--- src/rtl/t05_huffman_decoder.sv ---
// Serial Huffman tree-walk decoder: consumes code bits, fetches tree nodes, emits characters.
// Optional macro T05_DEC_ROOT_CACHE_EN keeps the root's children in registers after the first fetch.
module t05_huffman_decoder #(
  parameter logic [3:0] DEC_STATE = 4'd7
) (
  input  logic        clk,
  input  logic        rst,
  input  logic [3:0]  en_state,
  input  logic [8:0]  root,
  input  logic [15:0] char_total,
  input  logic        bit_in,
  input  logic        bit_valid,
  output logic        bit_ready,
  output logic        tree_rd_en,
  output logic [7:0]  tree_addr,
  input  logic        tree_rd_valid,
  input  logic [8:0]  tree_left,
  input  logic [8:0]  tree_right,
  output logic [7:0]  char_out,
  output logic        char_valid,
  input  logic        char_ready,
  output logic        fin_state,
  output logic        err,
  output logic [15:0] char_count
);

  localparam logic [8:0] NULL_CODE = 9'h180;

  typedef enum logic [2:0] {
    IDLE, FETCH, WAIT_NODE, WAIT_BIT, EMIT, DONE, ERR
  } state_e;

  state_e      state_q, state_d;
  logic [7:0]  cur_q, cur_d;
  logic [8:0]  left_q, left_d, right_q, right_d;
  logic [7:0]  char_out_q, char_out_d;
  logic [15:0] char_count_q, char_count_d;
  logic        bit_ready_q, bit_ready_d;
  logic        tree_rd_en_q, tree_rd_en_d;
  logic [7:0]  tree_addr_q, tree_addr_d;
  logic        char_valid_q, char_valid_d;
  logic        fin_state_q, fin_state_d;
  logic        err_q, err_d;

`ifdef T05_DEC_ROOT_CACHE_EN
  logic [8:0]  root_left_q, root_left_d, root_right_q, root_right_d;
  logic        cache_valid_q, cache_valid_d;
`endif

  logic        enabled;
  logic        start_root;
  logic        last_char;
  logic [8:0]  child;

  assign enabled   = (en_state == DEC_STATE);
  assign child     = bit_in ? right_q : left_q;
  assign last_char = ({1'b0, char_count_q} + 17'd1) == {1'b0, char_total};

  always_comb begin
    // NOTE: every _d starts from its _q so no branch below can leave one unassigned and infer a latch.
    state_d      = state_q;
    cur_d        = cur_q;
    left_d       = left_q;
    right_d      = right_q;
    char_out_d   = char_out_q;
    char_count_d = char_count_q;
    tree_addr_d  = tree_addr_q;
    start_root   = 1'b0;
`ifdef T05_DEC_ROOT_CACHE_EN
    root_left_d   = root_left_q;
    root_right_d  = root_right_q;
    cache_valid_d = cache_valid_q;
`endif

    case (state_q)
      IDLE: begin
        if (char_total == 16'd0) state_d = DONE;
        else if (root == NULL_CODE) state_d = ERR;
        else start_root = 1'b1;
      end
      FETCH: state_d = WAIT_NODE;
      WAIT_NODE: begin
        if (tree_rd_valid) begin
          left_d  = tree_left;
          right_d = tree_right;
          state_d = WAIT_BIT;
`ifdef T05_DEC_ROOT_CACHE_EN
          // The first fetch after leaving IDLE is always the root.
          if (!cache_valid_q) begin
            root_left_d   = tree_left;
            root_right_d  = tree_right;
            cache_valid_d = 1'b1;
          end
`endif
        end
      end
      WAIT_BIT: begin
        if (bit_valid && bit_ready_q) begin
          if (child == NULL_CODE) state_d = ERR;
          else if (!child[8]) begin
            char_out_d = child[7:0];
            state_d    = EMIT;
          end else begin
            cur_d   = child[7:0];
            state_d = FETCH;
          end
        end
      end
      EMIT: begin
        if (char_ready) begin
          // Saturate rather than wrap; char_count never exceeds char_total in practice.
          if (char_count_q != 16'hFFFF) char_count_d = char_count_q + 16'd1;
          if (last_char) state_d = DONE;
          else start_root = 1'b1;
        end
      end
      DONE, ERR: state_d = state_q;
      default:   state_d = IDLE;
    endcase

    if (start_root) begin
      if (!root[8]) begin
        // A leaf root decodes one character per bit whichever way the bit points.
        left_d  = root;
        right_d = root;
        state_d = WAIT_BIT;
      end else begin
`ifdef T05_DEC_ROOT_CACHE_EN
        if (cache_valid_q) begin
          left_d  = root_left_q;
          right_d = root_right_q;
          state_d = WAIT_BIT;
        end else begin
          cur_d   = root[7:0];
          state_d = FETCH;
        end
`else
        cur_d   = root[7:0];
        state_d = FETCH;
`endif
      end
    end

    if (!enabled) begin
      state_d      = IDLE;
      char_count_d = 16'd0;
      char_out_d   = 8'd0;
      tree_addr_d  = 8'd0;
`ifdef T05_DEC_ROOT_CACHE_EN
      cache_valid_d = 1'b0;
`endif
    end

    if (state_d == FETCH) tree_addr_d = cur_d;
    bit_ready_d  = (state_d == WAIT_BIT);
    tree_rd_en_d = (state_d == FETCH);
    char_valid_d = (state_d == EMIT);
    fin_state_d  = (state_d == DONE);
    err_d        = (state_d == ERR);
  end

  always_ff @(posedge clk) begin
    // NOTE: state registers use non-blocking assignments so every flop samples pre-edge values.
    if (rst) begin
      state_q      <= IDLE;
      cur_q        <= 8'd0;
      left_q       <= 9'd0;
      right_q      <= 9'd0;
      char_out_q   <= 8'd0;
      char_count_q <= 16'd0;
      bit_ready_q  <= 1'b0;
      tree_rd_en_q <= 1'b0;
      tree_addr_q  <= 8'd0;
      char_valid_q <= 1'b0;
      fin_state_q  <= 1'b0;
      err_q        <= 1'b0;
`ifdef T05_DEC_ROOT_CACHE_EN
      root_left_q   <= 9'd0;
      root_right_q  <= 9'd0;
      cache_valid_q <= 1'b0;
`endif
    end else begin
      state_q      <= state_d;
      cur_q        <= cur_d;
      left_q       <= left_d;
      right_q      <= right_d;
      char_out_q   <= char_out_d;
      char_count_q <= char_count_d;
      bit_ready_q  <= bit_ready_d;
      tree_rd_en_q <= tree_rd_en_d;
      tree_addr_q  <= tree_addr_d;
      char_valid_q <= char_valid_d;
      fin_state_q  <= fin_state_d;
      err_q        <= err_d;
`ifdef T05_DEC_ROOT_CACHE_EN
      root_left_q   <= root_left_d;
      root_right_q  <= root_right_d;
      cache_valid_q <= cache_valid_d;
`endif
    end
  end

  assign bit_ready  = bit_ready_q;
  assign tree_rd_en = tree_rd_en_q;
  assign tree_addr  = tree_addr_q;
  assign char_out   = char_out_q;
  assign char_valid = char_valid_q;
  assign fin_state  = fin_state_q;
  assign err        = err_q;
  assign char_count = char_count_q;

endmodule

--- config.mk ---
export PLATFORM = sky130hd
export DESIGN_NAME = t05_huffman_decoder
export DESIGN_NICKNAME = d
export VERILOG_FILES = /design/src/rtl/t05_huffman_decoder.sv
export SDC_FILE = /design/constraint.sdc
export NUM_CORES = 1
export LEC_CHECK = 0
export ABC_AREA = 0
export BUFFER_PORTS_ARGS = -buffer_cell sky130_fd_sc_hd__buf_2
export CAP_MARGIN = 20
export CORE_AREA = 2 2 95 97
export CTS_CLUSTER_SIZE = 10
export DETAILED_ROUTE_END_ITERATION = 7
export DIE_AREA = 0 0 97 99
export HOLD_SLACK_MARGIN = 0.15
export PLACE_DENSITY = 0.67
export REMOVE_ABC_BUFFERS = 1
export SYNTH_ARGS = -nofsm -noshare
export SYNTH_HDL_FRONTEND = slang
export SYNTH_SLANG_ARGS = --single-unit
--- constraint.sdc ---
create_clock -name clk -period 5.2 [get_ports clk]
set_clock_uncertainty 0.15 [all_clocks]
set_input_delay 1.04 -clock clk [delete_from_list [all_inputs] [get_ports clk]]
set_output_delay 1.04 -clock clk [all_outputs]
set_load 0.02 [all_outputs]
; Yosys cells after proc, flatten, opt, wreduce, memory -nomap -nowiden
; Cells that the tools add are included.
[op_classes]
add_sub_neg = 2
eq_ne = 17
n_mux = 34
bitwise_logic = 3
reduce_logical = 7
[op_table]
columns = op, count
row1 = two-way mux 9 bit, 9
row2 = two-way mux 8 bit, 8
row3 = two-way mux 3 bit, 10
row4 = "equality test 3 bit, second input constant", 6
row5 = "equality test 9 bit, second input constant", 2
row6 = one-hot mux 3 bit (6 select lines), 1
row7 = "adder 16 x 1 -> 17 bit, second input constant", 1
row8 = equality test 17 x 16 -> 1 bit, 1
row9 = "adder 16 x 1 -> 16 bit, second input constant", 1
row10 = logical NOT 16 bit, 1
row11 = "!= test 16 bit, second input constant", 1
row12 = "equality test 3 x 2 -> 1 bit, second input constant", 3
row13 = "equality test 3 x 1 -> 1 bit, second input constant", 2
row14 = "equality test 4 x 3 -> 1 bit, second input constant", 1
row15 = two-way mux 1 bit, 4
row16 = AND reduction 4 bit, 1
row17 = OR reduction 2 bit, 2
row18 = logical NOT 3 bit, 1
row19 = inverter 1 bit, 3
row20 = AND reduction 3 bit, 1
row21 = two-way mux 2 bit, 1
row22 = "!= test 2 bit, second input constant", 1
row23 = one-hot mux 1 bit (2 select lines), 1
row24 = logical AND 1 bit, 1
[totals]
ff_bits = 66
input_bits = 53

; Depth between registers and ports, before layout
; Gate-level depths: netlist of the first run.
[depth]
ltp_word = 9
depth_mapped = 12
depth_no_buf = 9

; Least setup slack after synthesis of the first run
; Ideal clock, no wire load.
[synth_path]
kind = input to register
startpoint = input port char_total[12]
endpoint = register tree_addr_q[1] (netlist: tree_addr[1])
setup_time_ns = 0.121
arrival_time_ns = 2.937
setup_slack_ns = 1.992
path_stages = 8
path_buffers = 0
path_cell_list = xnor2_1 -> nor3_1 -> o211a_1 -> o22ai_1 -> nor4_4 -> a211oi_4 -> mux2_2 -> mux2_2
[synth_via]
elab_chain_cells = 8
word_cells_on_any_way = 16
classes_between = eq/ne (3) / mux (12) / reduce/logical (1)
[synth_lines]
columns = element, line
row1 = from (decl), 10  ; input logic [15:0] char_total,
row2 = equality test 17 x 16 -> 1 bit, 57  ; assign last_char = ({1'b0, char_count_q} + 17'd1) == {1'b0, char_total};
row3 = two-way mux 3 bit or two-way mux 1 bit (tied branches), 113  ; if (last_char) state_d = DONE;
row4 = two-way mux 3 bit or two-way mux 1 bit (tied branches), 110  ; if (char_ready) begin
row5 = one-hot mux 3 bit (6 select lines) or one-hot mux 1 bit (2 select lines) (tied branches), 75  ; case (state_q)
row6 = two-way mux 3 bit, 121  ; if (start_root) begin
row7 = two-way mux 3 bit, 144  ; if (!enabled) begin
row8 = equality test 3 x 1 -> 1 bit, 154  ; if (state_d == FETCH) tree_addr_d = cur_d;
row9 = != test 2 bit (no source line) or two-way mux 8 bit (tied branches), -
row10 = to (signal assigned), 191  ; tree_addr_q <= tree_addr_d;
row11 = to (decl), 40  ; logic [7:0] tree_addr_q, tree_addr_d;
; Several ways; a longest one is shown, not always the timed one.
; A chain may end at the register's enable or synchronous reset.

; Worst setup path after layout of the first run
[layout_path]
startpoint = register char_count_q[0] (netlist: char_count[0])
endpoint = register tree_addr_q[7] (netlist: tree_addr[7])
[layout_via]
elab_chain_cells = 9
word_cells_on_any_way = 14
classes_between = add/sub (1) / eq/ne (3) / mux (10)
[layout_lines]
columns = element, line
row1 = from (decl), 37  ; logic [15:0] char_count_q, char_count_d;
row2 = from (signal assigned), 188  ; char_count_q <= char_count_d;
row3 = adder 16 x 1 -> 17 bit (*), 57
row4 = equality test 17 x 16 -> 1 bit (*), 57
row5 = two-way mux 3 bit or two-way mux 1 bit (tied branches), 113
row6 = two-way mux 3 bit or two-way mux 1 bit (tied branches), 110
row7 = one-hot mux 3 bit (6 select lines) or one-hot mux 1 bit (2 select lines) (tied branches), 75
row8 = two-way mux 3 bit, 121
row9 = two-way mux 3 bit, 144
row10 = equality test 3 x 1 -> 1 bit, 154
row11 = != test 2 bit (no source line) or two-way mux 8 bit (tied branches), -
; Mark *: on every way between the ends. The rest lies on a longest branch, timed or not.

==> qor.csv, run 1 <==
metric,value,unit
ant_nets,0,
crit_path_start_kind,flop,
worst_pin_slew,0.7347,ns
cp_num_buf_inv,0,
num_rows,34,
dr.pass1.iters,4,
cp_cell_sequence,"ha_1, nand3_2, nor4_1, nor3_1, o211ai_2, nor4_4, a211oi_4, mux2_2, mux2_2",
cts.clk_slew.worst_paths,0.07,ns
cp_max_fo,9,
grt.total_usage,19.70,%
syn_area_per_cell,8.700,um^2
grt_pass1_wl,15420,um
ys_warn_count,0,
wl_per_cell,15.43,um
final_net_count,560,
hold_class,flop to flop,
run_status,"finished, final reports clean",
clock-sinks,66,
hpwl,7075,um
die-area,9603,um^2
timing.rr.start,char_count[0],
drive_gt1_share,30.20,%
hold_viol_final,0,
gp_congestion,0.8919,
ctsResizeCount,0,
synth_cell_types,61,
synth_cells,429,
antenna_found_initial,0,
clockBufferDepth,2,
totalWireLength,9537,um
grt_pass1_vias,3251,
crit_start,char_count[0],
synth.yosys.seq_area_share,35.40,%
overflow,0,
hold_buffers,0,
holdCritStartpoint,right_q[8],
synth_top_area_share,35.40,%
utilization,51.52,%
io_buffers,89,
synth_ff_type,dfxtp_1,
drc,0,
cp_slowest_cell,a211oi_4,
critical_path_class,flop to flop,
clkLatencyLatePin,0.35,ns
core_area,8551,um^2
path_common_cell,mux2_2,
slew_headroom,50.87,%
ir_drop,0.1714,mV
synth-edff-count,0,
grt_setup_unrepaired,false,
critical_path_arrival,3.54,ns
cts_max_level,3,
period_needed,3.460,ns
drtIter0Drc,133,
cp.required,5.28,ns
grt_max_degree,38,
die_y,99,um
critPathTopFamily,simple AND/OR/NAND/NOR gates,
cpPeakStageDelay,0.60,ns
synth_area_leader_cell,dfxtp_1,
cap_violations,0,
cts_made_buffers,9,
cts_tree,built,
leakage,0.001775,uW
powerDensity,262.0,nW/um^2
diodes,0,
synth_seq_cells,66,
area_growth,18.04,%
netlist_top_cells_area,"dfxtp_1, nor2_1, xnor2_1",
fp.dieW,97,um
finalCritPeriodShare,66.53,%
detail_route.vias_per_cell,5.440,
cts_root_buffer,clkbuf_8,
dr_total_vias,3362,
io_pins,90,
setup_viol,0,
crit_path_end_kind,flop,
post_cts_buffers,0,
report.final.slew_viol_count,0,
async_flop_share,0,%
start_util,43.65,%
synth_area,3732,um^2
setup_tns,0,ns
max_freq,289.0,MHz
[cells by family after synthesis]
| family | synth area share (%) |
|---|---|
| AOI/OAI and AO/OA | 14.62 |
| xor gates and xnor gates | 8.213 |
| adders and majority gates | 0.6704 |
| buffers and inverters | 5.263 |
| DFF | 35.40 |
| muxes | 7.375 |
| and+or+nand+nor | 28.46 |
[sequential cells by signal, indices dropped and copies added (netlist names)]
name	cells
state_q	3
tree_addr	8
bit_ready	1
right_q	9
left_q	9
err	1
char_count	16
char_valid	1
fin_state	1
cur_q	8
tree_rd_en	1
char_out	8
[metrics by stage]
stage	instances	total power (uW)	area [um^2]	setup WS [ns]	hold slack (ns)
2_1_floorplan	402	594.4	3551	1.984	0.2912
3_3_place_gp	601	638.1	4151	1.584	0.3180
3_5_place_dp	601	641.0	4151	1.506	0.3197
4_1_cts	617	1164	4394	1.761	0.3288
5_1_grt	618	1193	4405	1.569	0.3702
6_report	618	1154	4405	1.740	0.3297
[tightest hold or removal path: stages (launching register included)]
cell and delay [ns]:
dfxtp_1 0.31, nand2_1 0.05, a221oi_1 0.06
[worst paths after layout]
path	to	slack (ns)	depth (start not counted)
worst max register to register	tree_addr[7]	1.74	9
worst min register to register	right_q[8]	0.33	2
worst max-delay path	tree_addr[7]	1.74	9
worst min-delay path	right_q[8]	0.33	2
[cell usage in the layout, fill, tap and decap left out, types with 6 or more instances in the layout]
cell / Yosys / final
a211oi_1: 8 / 8
a21oi_1: 13 / 13
a311oi_1: 16 / 16
and2_1: 6 / 6
and2b_2: 6 / 6
buf_2: 7 / 89
clkbuf_8: 2 / 9
dfxtp_1: 66 / 66
mux2_2: 16 / 16
mux2i_1: 8 / 8
nand2_1: 51 / 51
nand4_1: 10 / 10
nor2_1: 64 / 64
nor2b_1: 6 / 6
nor3_1: 6 / 6
nor4_1: 16 / 16
o21ai_0: 6 / 6
xnor2_1: 22 / 22
xor2_1: 13 / 13
[power by group]
part	switching, uW	internal, uW
clock network	204	320
logic	55.5	46.1
registers	9.38	519
[final cells by class]
class | instances | area [um^2]
Timing Repair Buffer | 92 | 471.7
Tap cell | 108 | 135.1
Sequential cell | 66 | 1321
Multi-Input combinational cell | 332 | 2220
Clock buffer | 10 | 127.6
Inverter | 4 | 15.01
Fill cell | 841 | 4145
Clock inverter | 6 | 115.1
[synth_stat cells (2+ instances only)]
| master | count |
|---|---|
| a211oi_1 | 8 |
| a21boi_0 | 2 |
| a21oi_1 | 13 |
| a221oi_1 | 2 |
| a311oi_1 | 16 |
| and2_1 | 6 |
| and2_2 | 5 |
| and2b_2 | 6 |
| and3_1 | 3 |
| and4_1 | 4 |
| buf_2 | 7 |
| buf_4 | 2 |
| buf_6 | 5 |
| clkbuf_1 | 10 |
| clkbuf_8 | 2 |
| dfxtp_1 | 66 |
| ha_1 | 2 |
| inv_1 | 4 |
| mux2_2 | 16 |
| mux2i_1 | 8 |
| nand2_1 | 51 |
| nand3_1 | 4 |
| nand3_2 | 3 |
| nand3b_1 | 2 |
| nand4_1 | 10 |
| nor2_1 | 64 |
| nor2b_1 | 6 |
| nor3_1 | 6 |
| nor3b_1 | 4 |
| nor4_1 | 16 |
| nor4b_1 | 2 |
| o211a_1 | 2 |
| o211ai_1 | 3 |
| o21ai_0 | 6 |
| or2_2 | 4 |
| xnor2_1 | 22 |
| xor2_1 | 13 |
[layer usage]
metal,up-vias,GRT usage (%),wire [um]
met2,102,35.04,4699
li1,1676,-,-
met5,-,0,0
met4,0,5.092,67
met3,9,4.610,477
met1,1575,24.04,4292
No activity file was read; power rests on OpenSTA's default activity.
==> inputs of run 2 (changes only) <==
Clock period 5.2 ns to 3.46 ns, I/O delays scaled along.
==> run 2 against run 1 <==
Effect of this change: hold slack gained 0.0022 ns; utilization up 0.25 points; first-iteration DRC count up 32%; maximum frequency is 12% higher; cell count increased by 0.97%; routed wire length rose by 1.9%; non-clock buffer count is 7 higher; setup slack worse by 1.4 ns; sequential share of layout area fell by 0.14 points; global-route usage rose by 1.0 points; power is 44% higher; count of clock-buffer cells in the layout down 1.
==> qor.csv, run 2 (synthesis results as in run 1) <==
metric,value,unit
start_util,43.65,%
grt.total_usage,20.74,%
hold_path_depth,2,
crit_path_start_kind,flop,
wl_met3,697,um
cp_cell_sequence,"nand4_2, or2_1, xnor2_1, nand3_2, nor4_4, a211o_2, nor2_1, a311oi_1",
antenna_found_initial,0,
grt_pass1_wl,16180,um
cts.clk_slew.worst_paths,0.07,ns
die_y,99,um
largest_reg_flops,16,
final_net_count,567,
hpwl,7169,um
critical_path_arrival,3.18,ns
post_cts_buffers,0,
powerDensity,375.8,nW/um^2
gp_congestion,0.9413,
worst_pin_slew,0.6810,ns
cp_num_buf_inv,0,
critical_path_class,flop to flop,
crit_path_end_kind,flop,
diodes,0,
ctsResizeCount,0,
grt_max_degree,38,
fp.dieW,97,um
hold_viol_final,0,
rr_worst_depth,8,
detail_route.vias_per_cell,5.631,
drtIter0Drc,175,
drive_gt1_share,31.20,%
leakage,0.001791,uW
ir_drop,0.2671,mV
grt_setup_unrepaired,false,
max_freq,322.6,MHz
hold_buffers,0,
critPathTopFamily,simple AND/OR/NAND/NOR gates,
highest_layer,met4,
cp.required,3.54,ns
cp.depth,8,
finalCritPeriodShare,89.58,%
setup_tns,0,ns
wl_per_cell,15.57,um
hold_class,flop to flop,
layout_common_cells,"buf_2, dfxtp_1, nor2_1",
overflow,0,
clkLatencyLatePin,0.35,ns
run_status,"finished, final reports clean",
drc,0,
num_rows,34,
wl_met2,4616,um
cts_root_buffer,clkbuf_8,
io_buffers,89,
place_inst,609,
stdcell_count,624,
cp_slowest_cell,dfxtp_1,
clockBufferDepth,2,
wl_met1,4122,um
die-area,9603,um^2
core_area,8551,um^2
cts_made_buffers,9,
dr.pass1.iters,5,
clock-sinks,66,
cp_max_fo,26,
slew_headroom,54.46,%
cts_tree,built,
cpPeakStageDelay,0.52,ns
layout_commonest_cell,buf_2,
report.final.slew_viol_count,0,
cap_violations,0,
io_pins,90,
area_growth,18.61,%
ant_nets,0,
cts_max_level,3,
dr_total_vias,3514,
grt_pass1_vias,3374,
setup_viol,0,
period_needed,3.100,ns
totalWireLength,9718,um
run 2: cell types whose count changed in the layout (fill, tap and decap cells not counted):
cell,before,now
buf_4,2,10
clkinv_4,2,0
clkinvlp_4,1,3
buf_6,1,0
bufinv_16,3,2
clkbuf_1,1,0
inv_6,0,1
run 2: final cells by class:
cell class,count,area (um^2)
fill,824,4124
multi-input combinational,332,2220
sequential,66,1321
timing repair buffer,99,520.5
tap,108,135.1
clock buffer,9,123.9
clock inverter,6,91.34
inverter,4,15.01
run 2: layer usage:
metal | track usage, % | vias to the layer above
li1 | - | 1694
met1 | 25.68 | 1649
met2 | 34.67 | 145
met3 | 5.035 | 26
met4 | 8.667 | 0
met5 | 0 | -
run 2: worst paths after layout:
check	start	to	slack, ns
worst max-delay path	char_count[4]	right_q[0]	0.36
worst min-delay path	left_q[8]	left_q[8]	0.33
worst max register to register	char_count[4]	right_q[0]	0.36
worst min register to register	left_q[8]	left_q[8]	0.33
run 2: per-stage QoR:
step	total power, uW	setup slack [ns]	cell area [um^2]	utilization, %	hold slack (ns)
after floorplan	893.2	0.4027	3551	-	0.2912
after global placement	962.9	0.3009	4212	49.25	0.3100
after detailed placement	966.5	0.2596	4212	49.25	0.3184
after CTS	1680	0.3681	4427	51.77	0.3290
after global routing	1731	0.1030	4427	51.77	0.3575
final	1663	0.3604	4427	51.77	0.3319
run 2: power by group:
part           internal (uW)  total (uW)  switching (uW)
combinational           70.5         156            85.6
clock                    404         713             309
sequential               781         794            13.4
run 2: tightest hold or removal path: stages (launching register included):
cell      delay, ns
dfxtp_1        0.31
nand2_1        0.05
a221oi_1       0.06
==> inputs of run 3 (changes only) <==
Settings changed: CORE_AREA 2 2 95 97 to 2 2 87 89, CTS_CLUSTER_DIAMETER set to 200, DIE_AREA 0 0 97 99 to 0 0 89 91, PLACE_DENSITY 0.67 to 0.78.
==> run 3 against run 2 <==
Effect of this change: first-iteration DRC count fell by 17%; clock power fell by 2%; sequential share of layout area rose by 0.11 points; register-to-register slack barely moved; critical path type unchanged; highest routed layer unchanged.
==> qor.csv, run 3 (synthesis results as in run 1) <==
metric,value,unit
dr.pass1.iters,5,
antenna_found_initial,0,
highest_layer,met4,
area_growth,18.17,%
path_common_cell,mux2_2,
wl_per_cell,15.69,um
place_inst,600,
die-area,8099,um^2
drtIter0Drc,146,
critPathTopFamily,simple AND/OR/NAND/NOR gates,
totalWireLength,9664,um
setup_tns,0,ns
dr_total_vias,3501,
period_needed,3.106,ns
fp.dieW,89,um
ctsResizeCount,0,
utilization,61.80,%
grt_setup_unrepaired,false,
cts_root_buffer,clkbuf_8,
cp.required,3.54,ns
diodes,0,
cp_max_fo,9,
crit_path_start_kind,flop,
powerDensity,374.2,nW/um^2
largest_reg_flops,16,
leakage,0.001801,uW
hpwl,7144,um
wl_met3,679,um
final_net_count,567,
max_freq,322.0,MHz
num_rows,31,
crit_path_end_kind,flop,
run_status,"finished, final reports clean",
worst_pin_slew,0.7039,ns
die_y,91,um
clockBufferDepth,2,
overflow,0,
start_util,52.30,%
ir_drop,0.2313,mV
report.final.slew_viol_count,0,
clkLatencyLatePin,0.34,ns
setup_slack,0.3541,ns
cpPeakStageDelay,0.56,ns
slew_headroom,52.93,%
place_ws,0.2595,ns
setup_viol,0,
cp_cell_sequence,"nand3_2, nor4_1, nor3_1, o211ai_2, nor4_4, a211oi_4, buf_4, mux2_2, mux2_2",
wl_met2,4744,um
grt.total_usage,24.36,%
hold_viol_final,0,
stdcell_count,616,
hold_class,flop to flop,
cp_slowest_cell,nor4_1,
grt_pass1_wl,15590,um
cts_max_level,3,
clock-sinks,66,
layout_common_cells,"buf_2, dfxtp_1, nor2_1",
cts.clk_slew.worst_paths,0.07,ns
cts_made_buffers,9,
hold_buffers,0,
cap_violations,0,
core_area,7137,um^2
ant_nets,0,
gp_congestion,0.9196,
critical_path_class,flop to flop,
detail_route.vias_per_cell,5.683,
drc,0,
finalCritPeriodShare,89.77,%
drive_gt1_share,30.95,%
cp_num_buf_inv,1,
cts_tree,built,
post_cts_buffers,0,
grt_pass1_vias,3403,
holdWs,0.3489,ns
grt_max_degree,38,
io_pins,90,
layout_commonest_cell,buf_2,
wl_met1,4007,um
critical_path_arrival,3.18,ns
io_buffers,89,
## run 3: cell types whose count changed in the layout (fill, tap and decap cells not counted)
cell,before,now
clkbuf_1,0,2
clkinv_4,0,1
clkinvlp_4,3,0
inv_6,1,0
clkinv_2,0,2
## run 3: path summary, 6_finish.rpt
check | start | slack (ns) | to | cells after the start
max | char_count[4] | 0.35 | tree_addr[2] | 9
min | char_out[7] | 0.35 | char_out[7] | 2
min reg2reg | char_out[7] | 0.35 | char_out[7] | 2
max reg2reg | char_count[4] | 0.35 | tree_addr[2] | 9
## run 3: layer usage
metal	track usage, %	up-vias
met5	0	-
met4	9.950	0
met3	6.091	22
met2	41.60	151
met1	28.56	1644
li1	-	1684
## run 3: worst reg2reg max path, stage by stage (launching register included)
cell      delay [ns]
dfxtp_1         0.52
nand3_2         0.16
nor4_1          0.56
nor3_1          0.14
o211ai_2        0.27
nor4_4          0.09
a211oi_4        0.25
buf_4           0.22
mux2_2          0.36
mux2_2          0.27
## run 3: area by class of cell
type                    count  area (um^2)
flip-flops and latches     66         1321
clock inverters             5        78.83
multi-input cells         332         2220
well taps                  99        123.9
repair buffers             99        520.5
inverters                   4        15.01
fillers                   675         2726
clock buffers              11        131.4
## run 3: stage by stage
step	area [um^2]	power, uW
CTS	4410	1663
floorplan	3551	893.2
finish	4410	1650
global placement	4200	959.7
global route	4410	1716
detailed placement	4200	965.2
## run 3: power by group
part | internal [uW] | leakage (uW) | switching [uW] | total (uW)
clock network | 405 | 0.000107 | 295 | 700
logic | 70.6 | 0.00116 | 85.2 | 156
registers | 781 | 0.000537 | 13.8 | 795
total | 1260 | 0.00180 | 394 | 1650
